[src/rtl/pulse_train_gen_pkg.sv]
// Shared types and default widths for the pulse-train generator.
package pulse_train_gen_pkg;

  typedef enum logic [1:0] {
    IDLE = 2'd0,
    HIGH = 2'd1,
    LOW  = 2'd2
  } state_e;

  localparam int PTG_CNT_W = 8;
  localparam int PTG_NUM_W = 8;

endpackage

[src/rtl/pulse_train_gen_cnt.sv]
// Loadable down-counter with zero flag; saturates at zero instead of wrapping.
module pulse_train_gen_cnt #(
  parameter int W = 8
) (
  input  logic         clk,
  input  logic         rst,
  input  logic         load_i,
  input  logic [W-1:0] val_i,
  input  logic         en_i,
  output logic         zero_o
);

  logic [W-1:0] count_q, count_d;

  always_comb begin
    count_d = count_q;
    if (load_i) begin
      count_d = val_i;
    end else if (en_i && (count_q != '0)) begin
      count_d = count_q - W'(1);
    end
  end

  always_ff @(posedge clk) begin
    if (rst) begin
      count_q <= '0;
    end else begin
      count_q <= count_d;
    end
  end

  assign zero_o = (count_q == '0);

endmodule

[src/rtl/pulse_train_gen.sv]
// Programmable pulse-train generator driven by a valid/ready command.
// Optional registered edge strobes are enabled with PTG_EDGE_STRB_EN.
module pulse_train_gen
  import pulse_train_gen_pkg::*;
#(
  parameter int CNT_W = PTG_CNT_W,
  parameter int NUM_W = PTG_NUM_W
) (
  input  logic             clk,
  input  logic             rst,
  input  logic             cmd_valid,
  output logic             cmd_ready,
  input  logic [CNT_W-1:0] cmd_high,
  input  logic [CNT_W-1:0] cmd_low,
  input  logic [NUM_W-1:0] cmd_num,
  input  logic             abort,
  output logic             out,
  output logic             busy,
  output logic             done
`ifdef PTG_EDGE_STRB_EN
  ,
  output logic             rise_strb,
  output logic             fall_strb
`endif
);

  state_e           state_q, state_d;
  logic [CNT_W-1:0] hi_q, hi_d, lo_q, lo_d;
  logic             out_q, out_d;
  logic             done_q, done_d;

  logic             ph_load, ph_en, ph_zero;
  logic [CNT_W-1:0] ph_val;
  logic             rem_load, rem_en, rem_zero;
  logic [NUM_W-1:0] rem_val;
  logic             handshake;

  function automatic logic [CNT_W-1:0] phaseReload(input logic [CNT_W-1:0] w);
    return (w == '0) ? '0 : w - CNT_W'(1);
  endfunction

  assign cmd_ready = (state_q == IDLE) && !rst;
  assign handshake = cmd_valid && cmd_ready;

  pulse_train_gen_cnt #(.W(CNT_W)) u_phase_cnt (
    .clk    (clk),
    .rst    (rst),
    .load_i (ph_load),
    .val_i  (ph_val),
    .en_i   (ph_en),
    .zero_o (ph_zero)
  );

  pulse_train_gen_cnt #(.W(NUM_W)) u_remain_cnt (
    .clk    (clk),
    .rst    (rst),
    .load_i (rem_load),
    .val_i  (rem_val),
    .en_i   (rem_en),
    .zero_o (rem_zero)
  );

  // The remaining count is consumed on entry to LOW, so a zero count at the
  // end of a low phase marks the final pulse of the train.
  always_comb begin
    state_d  = state_q;
    hi_d     = hi_q;
    lo_d     = lo_q;
    done_d   = 1'b0;
    ph_load  = 1'b0;
    ph_val   = '0;
    ph_en    = 1'b0;
    rem_load = 1'b0;
    rem_val  = '0;
    rem_en   = 1'b0;
    case (state_q)
      IDLE: begin
        if (handshake) begin
          hi_d     = phaseReload(cmd_high);
          lo_d     = phaseReload(cmd_low);
          ph_load  = 1'b1;
          ph_val   = phaseReload(cmd_high);
          rem_load = 1'b1;
          rem_val  = cmd_num;
          if (cmd_num == '0) begin
            done_d = 1'b1;
          end else begin
            state_d = HIGH;
          end
        end
      end
      HIGH: begin
        if (abort) begin
          state_d  = IDLE;
          done_d   = 1'b1;
          ph_load  = 1'b1;
          rem_load = 1'b1;
        end else if (ph_zero) begin
          state_d = LOW;
          ph_load = 1'b1;
          ph_val  = lo_q;
          rem_en  = 1'b1;
        end else begin
          ph_en = 1'b1;
        end
      end
      LOW: begin
        if (abort || (ph_zero && rem_zero)) begin
          state_d  = IDLE;
          done_d   = 1'b1;
          ph_load  = 1'b1;
          rem_load = 1'b1;
        end else if (ph_zero) begin
          state_d = HIGH;
          ph_load = 1'b1;
          ph_val  = hi_q;
        end else begin
          ph_en = 1'b1;
        end
      end
      default: begin
        state_d = IDLE;
      end
    endcase
    out_d = (state_d == HIGH);
  end

  always_ff @(posedge clk) begin
    if (rst) begin
      state_q <= IDLE;
      hi_q    <= '0;
      lo_q    <= '0;
      out_q   <= 1'b0;
      done_q  <= 1'b0;
    end else begin
      state_q <= state_d;
      hi_q    <= hi_d;
      lo_q    <= lo_d;
      out_q   <= out_d;
      done_q  <= done_d;
    end
  end

  assign out  = out_q;
  assign busy = (state_q != IDLE);
  assign done = done_q;

`ifdef PTG_EDGE_STRB_EN
  logic rise_q, fall_q;

  always_ff @(posedge clk) begin
    if (rst) begin
      rise_q <= 1'b0;
      fall_q <= 1'b0;
    end else begin
      rise_q <= out_d & ~out_q;
      fall_q <= ~out_d & out_q;
    end
  end

  assign rise_strb = rise_q;
  assign fall_strb = fall_q;
`endif

endmodule

[config.mk]
export PLATFORM = sky130hd
export DESIGN_NAME = pulse_train_gen
export DESIGN_NICKNAME = d
export VERILOG_FILES = /design/src/rtl/pulse_train_gen_pkg.sv /design/src/rtl/pulse_train_gen_cnt.sv /design/src/rtl/pulse_train_gen.sv
export SDC_FILE = /design/constraint.sdc
export NUM_CORES = 1
export LEC_CHECK = 0
export ABC_AREA = 1
export BUFFER_PORTS_ARGS = -buffer_cell sky130_fd_sc_hd__buf_2
export CORE_AREA = 2 2 84 86
export DETAILED_ROUTE_END_ITERATION = 8
export DIE_AREA = 0 0 86 88
export HOLD_SLACK_MARGIN = 0.08
export PLACE_DENSITY = 0.68
export SLEW_MARGIN = 20
export SYNTH_ARGS = -nofsm -noshare
export SYNTH_HDL_FRONTEND = slang
export SYNTH_HIERARCHICAL = 1
export SYNTH_SLANG_ARGS = --single-unit
[constraint.sdc]
create_clock -name clk -period 4.7 [get_ports clk]
set_input_delay 0.94 -clock clk [delete_from_list [all_inputs] [get_ports clk]]
set_output_delay 0.94 -clock clk [all_outputs]
set_load 0.005 [all_outputs]
==> results.md, run 1 <==
- Status: complete, but fails checks
- Violated checks: DRC
- First-pass GRT wire length: 11300 microns
- Bufs and invs on worst path: 4
- Fin util: 0.458
- Design Area, Final: 3040 sq um
- Via count: 2776
- Most frequent cells in the layout: nand2_1, inv_1, nor2_1
- Post-CTS Hold Buffers: 0
- CTS Root Cell: clkbuf_8
- Area growth syn-to-layout: 12.0%
- Layout cells sized above 1: 0.173
- CP max-delay cell: a21oi_1
- Initial antenna violation count: 0
- Period Utilization, post-route: 0.621
- Buffers on Ports: 31
- Critical R2R Launch: u_phase_cnt/count_q[0]
- Leading cell type in the layout, fill and taps excluded: nand2_1
- Critical path cell sequence: buf_2 > buf_4 > nor2_4 > nand2_2 > a21oi_1 > inv_2 > nand2_4 > clkinv_2 > nor2_1 > nor2_1
- Number of global-route vias before repair: 2696
- Grt total ovfl: 0
- Post-CTS Setup Repair Bufs: 0
- Leakage power: around 1.4 nW
- Crit Path Max Fanout: 29
- N_diodes: 0
- Resized cells post-CTS: 0
- Clk_lat worst skew: 0.30 ns
- Final Setup Violations: 0
- Worst Setup SP: rst
- Placed cell count: roughly 550
- Final hold viol count: 0
- CP startpoint kind: input port
- Synthesis-stage register bit count: 36
- Post-route ant nets: 0
- Final Net Count: 516
- Clk sinks: 36
- Core box area: 6640 sq um
- FMAX: 343 MHz
- First-pass DRT Iterations: 6
- Internal reg-to-reg setup slack: 1.97 ns
- Filler cells: 695
- RSZ-0062 raised after global routing: false
- Initial Util: 0.409
- PD cells: 427 nW/um^2
- Top FF cell, synth: dfxtp_1
- Die Area: 7570 sq um
- WL final: 6350 microns
- Cells after Synth: 447
- Family with the most delay on the worst path: simple AND/OR/NAND/NOR gates
- Relative max-transition margin: 0.537
- Max Clock Skew: 0.00861 ns
- Syn_area_per_cell: 6.08 sq um
- WP data arrival: 3.12 ns
- Syn Nets: 485
- Drc violations: 1
- Wire length per cell: 11.4 microns
- Worst-Margin Slew: between 0.6 and 0.7 ns
- Finished Layout Cells: 559
- Area after DPL: around 3000 sq um
- Clock transition at path regs: 0.08 ns
- Critical Path RT: 4.90 ns
- Rows: 30
- Async SR Flop Fraction: 0
- Yosys cell types: 34
- Top-level I/O count: 32
- Routability Congestion: 0.903
- Max-cap check violation count: 0
- Hold/Removal Path Class: reg -> reg
- Number of CTS-inserted buffers: 5
- Crit-path max cell delay: ~0.7 ns
- Initial DRC count: 217
- Critical Path Sink Type: flip-flop
- GR Util All Layers: 0.184
- Ys Warns: 6
- Largest net degree at the start of global routing: 30
- H-tree depth: 2
- Detailed placement HPWL: 4900 microns
- Worst hold slack: 0.467 ns
- Longest Clk Path Bufs: 2
- Maximum vdd drop: 0.137 mV
- Setup TNS: 0 ns
- Number of max-slew violations in the final report: 0
- Register area share after synthesis: 0.265
- Period minus WS final: 2.92 ns
- EDFF count, synth: 0
- DIE HEIGHT: between 80 and 90 microns
- Vias per cell: ~5
- Worst Setup Path Type: in -> reg
- Crit-path most repeated cell: nor2_1
- CTS tree: built
- Netlist Area Pre-Place: 2720 sq um
- Die extent in x: 86 microns
- Hold wc startpoint: hi_q[4]
-- area by class of cell --
| cell class | instances | area, sq um | share of cell area |
|---|---|---|---|
| Clock buffer | 5 | 68.8 | 0.0226 |
| Sequential cell | 36 | 721 | 0.237 |
| Clock inverter | 3 | 42.5 | 0.0140 |
| Inverter | 71 | 269 | 0.0884 |
| Timing Repair Buffer | 32 | 163 | 0.0534 |
| Tap cell | 80 | 100 | 0.0329 |
| Multi-Input combinational cell | 332 | 1680 | 0.552 |
-- sequential cells by signal (all words and copies together), names as in the netlist --
name,count
state_q,2
lo_q,8
done,1
hi_q,8
u_remain_cnt/count_q,8
u_phase_cnt/count_q,8
out,1
-- worst reg2reg max path, delay by kind of cell (launching register included) --
kind                     cells  cell delay [ns]
flip-flops                   1             0.32
buffers and inverters        4             0.64
adder cells (fa/ha/maj)      1             0.18
AO/OA/AOI/OAI                1             0.57
AND/OR/NAND/NOR              7             0.91
-- worst paths after layout --
kind,endpoint,cells after the start
setup / recovery,u_phase_cnt/count_q[1],10
hold reg to reg,hi_q[4],2
setup reg to reg,u_phase_cnt/count_q[1],13
hold / removal,hi_q[4],2
-- routing by layer --
metal,global-route usage,up-vias,part of all wire
met5,0,-,0
met4,0.0649,0,0.015
met1,0.214,1230,0.44
li1,-,1466,-
met2,0.339,71,0.49
met3,0.0302,9,0.049
-- kinds of logic after synthesis --
group / count (synthesis) / share of synthesized area
XOR/XNOR: 5 / 0.0161
flip-flops: 36 / 0.265
adder cells (fa/ha/maj): 10 / 0.0460
buffers and inverters: 79 / 0.116
AND/OR/NAND/NOR: 258 / 0.432
AO/OA/AOI/OAI: 59 / 0.124
-- where the power goes --
group | switching, W | total (W) | internal [W]
registers | 0.0000429 | 0.000394 | 0.000351
clock network | 0.000122 | 0.000279 | 0.000157
logic | 0.000413 | 0.000627 | 0.000214
-- Yosys cell counts (all sizes together) (2+ instances only) --
master / instances / area [sq um]
o21bai: 2 / 15.0
nand4: 6 / 37.5
inv: 68 / 255
a31oi: 2 / 12.5
nand2: 143 / 579
clkinv: 3 / 13.8
nor3: 5 / 47.5
dfxtp: 36 / 721
xor2: 3 / 26.3
o21ai: 16 / 87.6
nor2: 62 / 264
ha: 10 / 125
nand3: 41 / 240
clkbuf: 4 / 15.0
xnor2: 2 / 17.5
buf: 4 / 32.5
a21oi: 36 / 195
-- through the flow --
step                      total power (W)  setup WS (ns)
final                             0.00130           1.78
after CTS                         0.00131           1.81
after global routing              0.00142           1.51
after floorplan                  0.000889           2.21
after global placement            0.00101           1.57
after detailed placement          0.00102           1.49
Power figures use the tool's default switching activity.
==> run 2, diff against run 1 <==
Clock period 4.7 ns to 3 ns, I/O delays scaled along.
==> run 2 against run 1 <==
Against the previous run:
- the flow still finishes with violations (DRC)
- via count up 0.61%
- clock power rose by 59%
- clock skew rose by 0.0031 ns
- die area unchanged
- combinational power grew 56%
- sequential share of layout area is 0.20 points lower
- non-clock buffer count rose by 3
- cell area rose by 0.86%
- first-iteration DRC count shrank 47%
- power rose by 57%
- worst setup slack got worse by 1.2 ns
- largest power group unchanged
- highest routed layer unchanged
==> results.md, run 2 (synthesis gave the netlist of run 1 again) <==
- First-pass DRT Iterations: 6 (unchanged)
- Layout cells sized above 1: 0.178 (+0.00515)
- Filler cells: 680 (-2.2%)
- Relative max-transition margin: 0.680 (+0.144)
- Setup TNS: 0 ns (unchanged)
- Clock transition at path regs: 0.08 ns (about the same)
- FMAX: 420 MHz
- CTS tree: built
- CP max-delay cell: nor3_4
- Clk sinks: 36 (unchanged)
- Period Utilization, post-route: 0.793
- Via count: 2793 (+0.61%)
- RSZ-0062 raised after global routing: false
- Final hold viol count: 0 (unchanged)
- Post-CTS Hold Buffers: 0 (unchanged)
- Crit-path max cell delay: 0.40 ns (-0.30 ns)
- Worst hold slack: 0.471 ns (+0.00436 ns)
- Vias per cell: 4.97 (about the same)
- Longest Clk Path Bufs: 2 (unchanged)
- WP data arrival: 2.60 ns (-0.52 ns)
- CTS Root Cell: clkbuf_8
- Core box area: 6640 sq um (unchanged)
- Routability Congestion: 0.876 (-3.1%)
- Initial antenna violation count: 0 (unchanged)
- DIE HEIGHT: 88 microns (unchanged)
- CP startpoint kind: flip-flop
- Grt total ovfl: 0 (unchanged)
- Number of max-slew violations in the final report: 0 (unchanged)
- Internal reg-to-reg setup slack: 0.62 ns (-1.35 ns)
- Crit-path most repeated cell: nand2_1
- Period minus WS final: roughly 2.4 ns
- Final Setup Violations: 0 (unchanged)
- Post-route ant nets: 0 (unchanged)
- Maximum vdd drop: 0.222 mV (+62%)
- Die Area: 7570 sq um (unchanged)
- Crit Path Max Fanout: 11 (-62%)
- H-tree depth: 2 (unchanged)
- Initial DRC count: 115 (-47%)
- Leakage power: 1.46 nW (+1.0%)
- Max-cap check violation count: 0 (unchanged)
- Rows: 30 (unchanged)
- Max Clock Skew: 0.0117 ns (+0.00313 ns)
- First-pass GRT wire length: 11000 microns (-3.3%)
- Sequential power share: 0.303 (about the same)
- Post-CTS Setup Repair Bufs: 0 (unchanged)
- Clk pwr share: 0.218 (+0.004)
- Area growth syn-to-layout: 13.0%
- Worst Setup Path Type: reg -> reg
- WL final: 6200 microns (-2.4%)
- Fin worst setup slack: 0.621 ns (-1.16 ns)
- Combinational power share: 0.479 (-0.003)
- Critical Path RT: 3.22 ns (-1.68 ns)
- Sw Pwr: 0.000891 W (+54%)
- Drc violations: 1 (unchanged)
- Most frequent cells in the layout: nand2_1, inv_1, nor2_1
- Clk_lat worst skew: 0.30 ns (about the same)
- Die extent in x: 86 microns (unchanged)
- Final Net Count: 519 (+0.58%)
- PD cells: 664 nW/um^2 (+56%)
- Leading cell type in the layout, fill and taps excluded: nand2_1
- Buffers on Ports: 31 (unchanged)
- Status: complete, but fails checks
- Wire length per cell: 11.0 microns (-2.9%)
- Placement Setup Slack: 0.669 ns (-0.821 ns)
- Critical path cell sequence: inv_1 > ha_1 > nand2_1 > nor2_1 > inv_2 > nor3_4 > nand2_1 > nand2_1 > inv_1 > a21oi_1 > nand2_1 > nand2_1 > nand2_1 > a21oi_1
- Hold/Removal Path Class: reg -> reg
- Initial Util: 0.409 (unchanged)
- Resized cells post-CTS: 0 (unchanged)
- Largest net degree at the start of global routing: 28 (-6.7%)
- Worst-Margin Slew: 0.478 ns (-0.217 ns)
- Cell-internal power: 0.00115 W (+59%)
- Detailed placement HPWL: 4820 microns (-1.7%)
- Total power: 0.00204 W (+57%)
- GR Util All Layers: 0.177 (-0.00689)
- Top-level I/O count: 32 (unchanged)
- N_diodes: 0 (unchanged)
- Critical Path Sink Type: flip-flop
- Switch share: 0.437 (-0.00753)
- Number of CTS-inserted buffers: 5 (unchanged)
- Violated checks: DRC
- Number of global-route vias before repair: 2596 (-3.7%)
- Fin util: 0.462 (+0.00395)
[run 2: worst max-delay path: cells and delay by family (launching register included)]
family	cells	cell delay, ns
adder cells (fa/ha/maj)	1	0.18
AO/OA/AOI/OAI	2	0.28
AND/OR/NAND/NOR	8	1.20
flip-flops	1	0.31
buffers and inverters	3	0.32
[run 2: routing by layer]
layer  wire length (microns)  vias up  track usage  part of all wire
met5                       0        -            0                 0
met1                    2780     1235        0.214              0.45
met2                    2950       69        0.307              0.48
met3                     275       19       0.0311             0.044
met4                     195        0       0.0765             0.031
li1                        -     1470            -                 -
[run 2: area by class of cell]
cell class	count	area [sq um]	share of cell area
clock buffers	5	68.8	0.0224
clock inverters	3	46.3	0.0151
inverters	71	269	0.0876
multi-input cells	332	1680	0.547
flip-flops and latches	36	721	0.235
well taps	80	100	0.0326
repair buffers	35	185	0.0603
[run 2: power groups by stage]
| stage | clock network, W | logic [W] | registers [W] |
|---|---|---|---|
| finish | 0.000445 | 0.000977 | 0.000617 |
| global route | 0.000475 | 0.00113 | 0.000628 |
| CTS | 0.000452 | 0.000974 | 0.000617 |
| detailed placement | 0 | 0.000965 | 0.000628 |
| global placement | 0 | 0.000952 | 0.000628 |
| floorplan | 0 | 0.000782 | 0.000610 |
[run 2: path summary, 6_finish.rpt]
path / from / endpoint / depth (start not counted)
hold reg to reg: hi_q[6] / hi_q[6] / 2
setup / recovery: u_phase_cnt/count_q[0] / u_phase_cnt/count_q[3] / 14
setup reg to reg: u_phase_cnt/count_q[0] / u_phase_cnt/count_q[3] / 14
hold / removal: hi_q[6] / hi_q[6] / 2
[run 2: through the flow]
stage | instance area (sq um) | instances
3_3_place_gp | 2960 | 554
5_1_grt | 3070 | 562
6_report | 3070 | 562
3_5_place_dp | 2960 | 554
2_1_floorplan | 2720 | 447
4_1_cts | 3070 | 562
==> run 3, diff against run 2 <==
Clock period 3 ns to 2.2 ns, I/O delays scaled along.
==> run 3 against run 2 <==
Against the previous run:
- the run still ends with DRC left
- sequential power is 37% higher
- fmax is 19% higher
- global-route usage is 0.23 points higher
- worst setup slack worse by 0.42 ns
- clock power is 83% higher
- register-to-register slack worse by 0.42 ns
- critical endpoint is now u_phase_cnt/count_q[6]
- highest routed layer unchanged
==> results.md, run 3 (synthesis gave the netlist of run 1 again) <==
- First-pass GRT wire length: 11000 microns (about the same)
- Core box area: 6640 sq um (unchanged)
- CP startpoint kind: flip-flop
- Period minus WS final: 2.00 ns (-0.377 ns)
- CTS tree: built
- Number of CTS-inserted buffers: 5 (unchanged)
- Rows: 30 (unchanged)
- Worst-Margin Slew: 0.404 ns (-0.0745 ns)
- Post-route ant nets: 0 (unchanged)
- Leading cell type in the layout, fill and taps excluded: nand2_1
- Clk_lat worst skew: 0.29 ns (about the same)
- Drc violations: 1 (unchanged)
- R2R depth: 16 (+2)
- Worst hold stages: 4 (+2)
- Crit Path Max Fanout: 7 (-4)
- Crit-path most repeated cell: nand2_1
- Wire length per cell: 11.1 microns (+1.1%)
- Detailed placement HPWL: 4980 microns (+3.5%)
- FMAX: 500 MHz (+19%)
- WP data arrival: 2.24 ns (-0.36 ns)
- Finished Layout Cells: 570 (+1.4%)
- First-pass DRT Iterations: 6 (unchanged)
- Max Clock Skew: 0.00755 ns (-0.00419 ns)
- Max Used Layer: met4
- Critical Path RT: 2.44 ns (-0.78 ns)
- Layout cells sized above 1: 0.208 (+0.0297)
- Routability Congestion: 0.895 (+2.2%)
- DIE HEIGHT: 88 microns (unchanged)
- Maximum vdd drop: 0.307 mV (+38%)
- Met1 WL: 2940 microns (+5.7%)
- Vias per cell: 4.87 (-2.0%)
- Worst hold slack: 0.444 ns (-0.0272 ns)
- Final hold viol count: 0 (unchanged)
- Status: complete, but fails checks
- Area after DPL: 3010 sq um (+1.8%)
- Critical Path Sink Type: flip-flop
- Bufs and invs on worst path: 4 (+1)
- Placed cell count: 561 (+1.3%)
- Family with the most delay on the worst path: simple AND/OR/NAND/NOR gates
- RSZ-0062 raised after global routing: false
- Met3 WL: 184 microns (-33%)
- Largest net degree at the start of global routing: 28 (unchanged)
- GR Util All Layers: 0.179 (+0.00233)
- Initial Util: 0.409 (unchanged)
- Hold/Removal Path Class: in -> reg
- Via count: 2776 (-0.61%)
- WL final: 6360 microns (+2.5%)
- Final Setup Violations: 0 (unchanged)
- Critical path cell sequence: inv_1 > ha_1 > nand2_1 > nor2_1 > nand2_1 > nand2_2 > nor3_4 > buf_4 > nand2_1 > nand2_1 > inv_1 > a21oi_1 > nand2_1 > nand3_1 > nand2_1 > inv_1
- Number of max-slew violations in the final report: 0 (unchanged)
- Longest Clk Path Bufs: 2 (unchanged)
- Most frequent cells in the layout: nand2_1, inv_1, nor2_1
- Die Area: 7570 sq um (unchanged)
- WP depth: 16 (+2)
- Grt total ovfl: 0 (unchanged)
- Clk sinks: 36 (unchanged)
- Buffers on Ports: 31 (unchanged)
- Final Net Count: 527 (+1.5%)
- Number of global-route vias before repair: 2530 (-2.5%)
- Design Area, Final: 3200 sq um (+4.3%)
- Die extent in x: 86 microns (unchanged)
- CTS Root Cell: clkbuf_8
- N_diodes: 0 (unchanged)
- Top-level I/O count: 32 (unchanged)
- Worst Setup Path Type: reg -> reg
- Crit-path max cell delay: 0.35 ns (-0.05 ns)
- Initial DRC count: 120 (+4.3%)
- Area growth syn-to-layout: 17.9%
- Setup TNS: 0 ns (unchanged)
- Max-cap check violation count: 0 (unchanged)
- Leakage power: 1.53 nW (+4.5%)
- Clock transition at path regs: 0.07 ns (about the same)
- Initial antenna violation count: 0 (unchanged)
- H-tree depth: 2 (unchanged)
- CP max-delay cell: dfxtp_2
- Violated checks: DRC
- Period Utilization, post-route: 0.910 (+0.117)
- PD cells: 970 nW/um^2 (+46%)
- DR WL met2: 3150 microns (+6.9%)
- Post-CTS Hold Buffers: 0 (unchanged)
- Relative max-transition margin: 0.731 (+0.0507)
-- run 3: changes by cell type in the layout (fill, tap and decap cells not counted), sizes merged --
| cell | previous run | this run |
|---|---|---|
| inv | 69 | 68 |
| bufinv | 1 | 3 |
| buf | 35 | 43 |
| clkinvlp | 1 | 0 |
-- run 3: power by group --
| part | total (W) | leakage [nW] | switching, W | internal [W] |
|---|---|---|---|---|
| Sequential | 0.000848 | 0.295 | 0.0000950 | 0.000753 |
| Combinational | 0.00144 | 1.16 | 0.000896 | 0.000548 |
| Clock | 0.000813 | 0.0784 | 0.000246 | 0.000567 |
| Total | 0.00311 | 1.53 | 0.00124 | 0.00187 |
-- run 3: timing repair --
| item | CTS | global route |
|---|---|---|
| setup endpoints to repair | 0 | 15 |
| gates resized for setup | 0 | 12 |
| setup buffers | 0 | 1 |
-- run 3: path summary, 6_finish.rpt --
kind | from | end | slack (ns)
worst max-delay path | u_remain_cnt/count_q[1] | u_phase_cnt/count_q[6] | 0.20
worst min-delay path | cmd_low[0] | lo_q[0] | 0.44
worst max register to register | u_remain_cnt/count_q[1] | u_phase_cnt/count_q[6] | 0.20
worst min register to register | hi_q[5] | hi_q[5] | 0.47
-- run 3: tightest hold or removal path, delay by kind of cell --
kind,cells,cell delay (ns)
buffers and inverters,2,0.13
AND/OR/NAND/NOR,1,0.06
AO/OA/AOI/OAI,1,0.05
-- run 3: layout make-up --
cell class                      instances  area [sq um]
Fill cell                             706          3440
Multi-Input combinational cell        332          1700
Sequential cell                        36           724
Inverter                               71           272
Timing Repair Buffer                   43           245
Tap cell                               80           100
Clock inverter                          3          90.1
Clock buffer                            5          68.8
-- run 3: layer usage --
layer / GRT usage / vias to the layer above
met5: 0 / -
met4: 0.0491 / 0
met3: 0.0330 / 8
met2: 0.329 / 48
met1: 0.213 / 1230
li1: - / 1490
-- run 3: per-stage QoR --
stage	power, W	setup slack (ns)	util
floorplan	0.00190	0.0850	-
global placement	0.00222	0.179	0.453
detailed placement	0.00224	0.123	0.453
CTS	0.00307	0.0924	0.477
global route	0.00337	0.0129	0.482
finish	0.00311	0.198	0.482
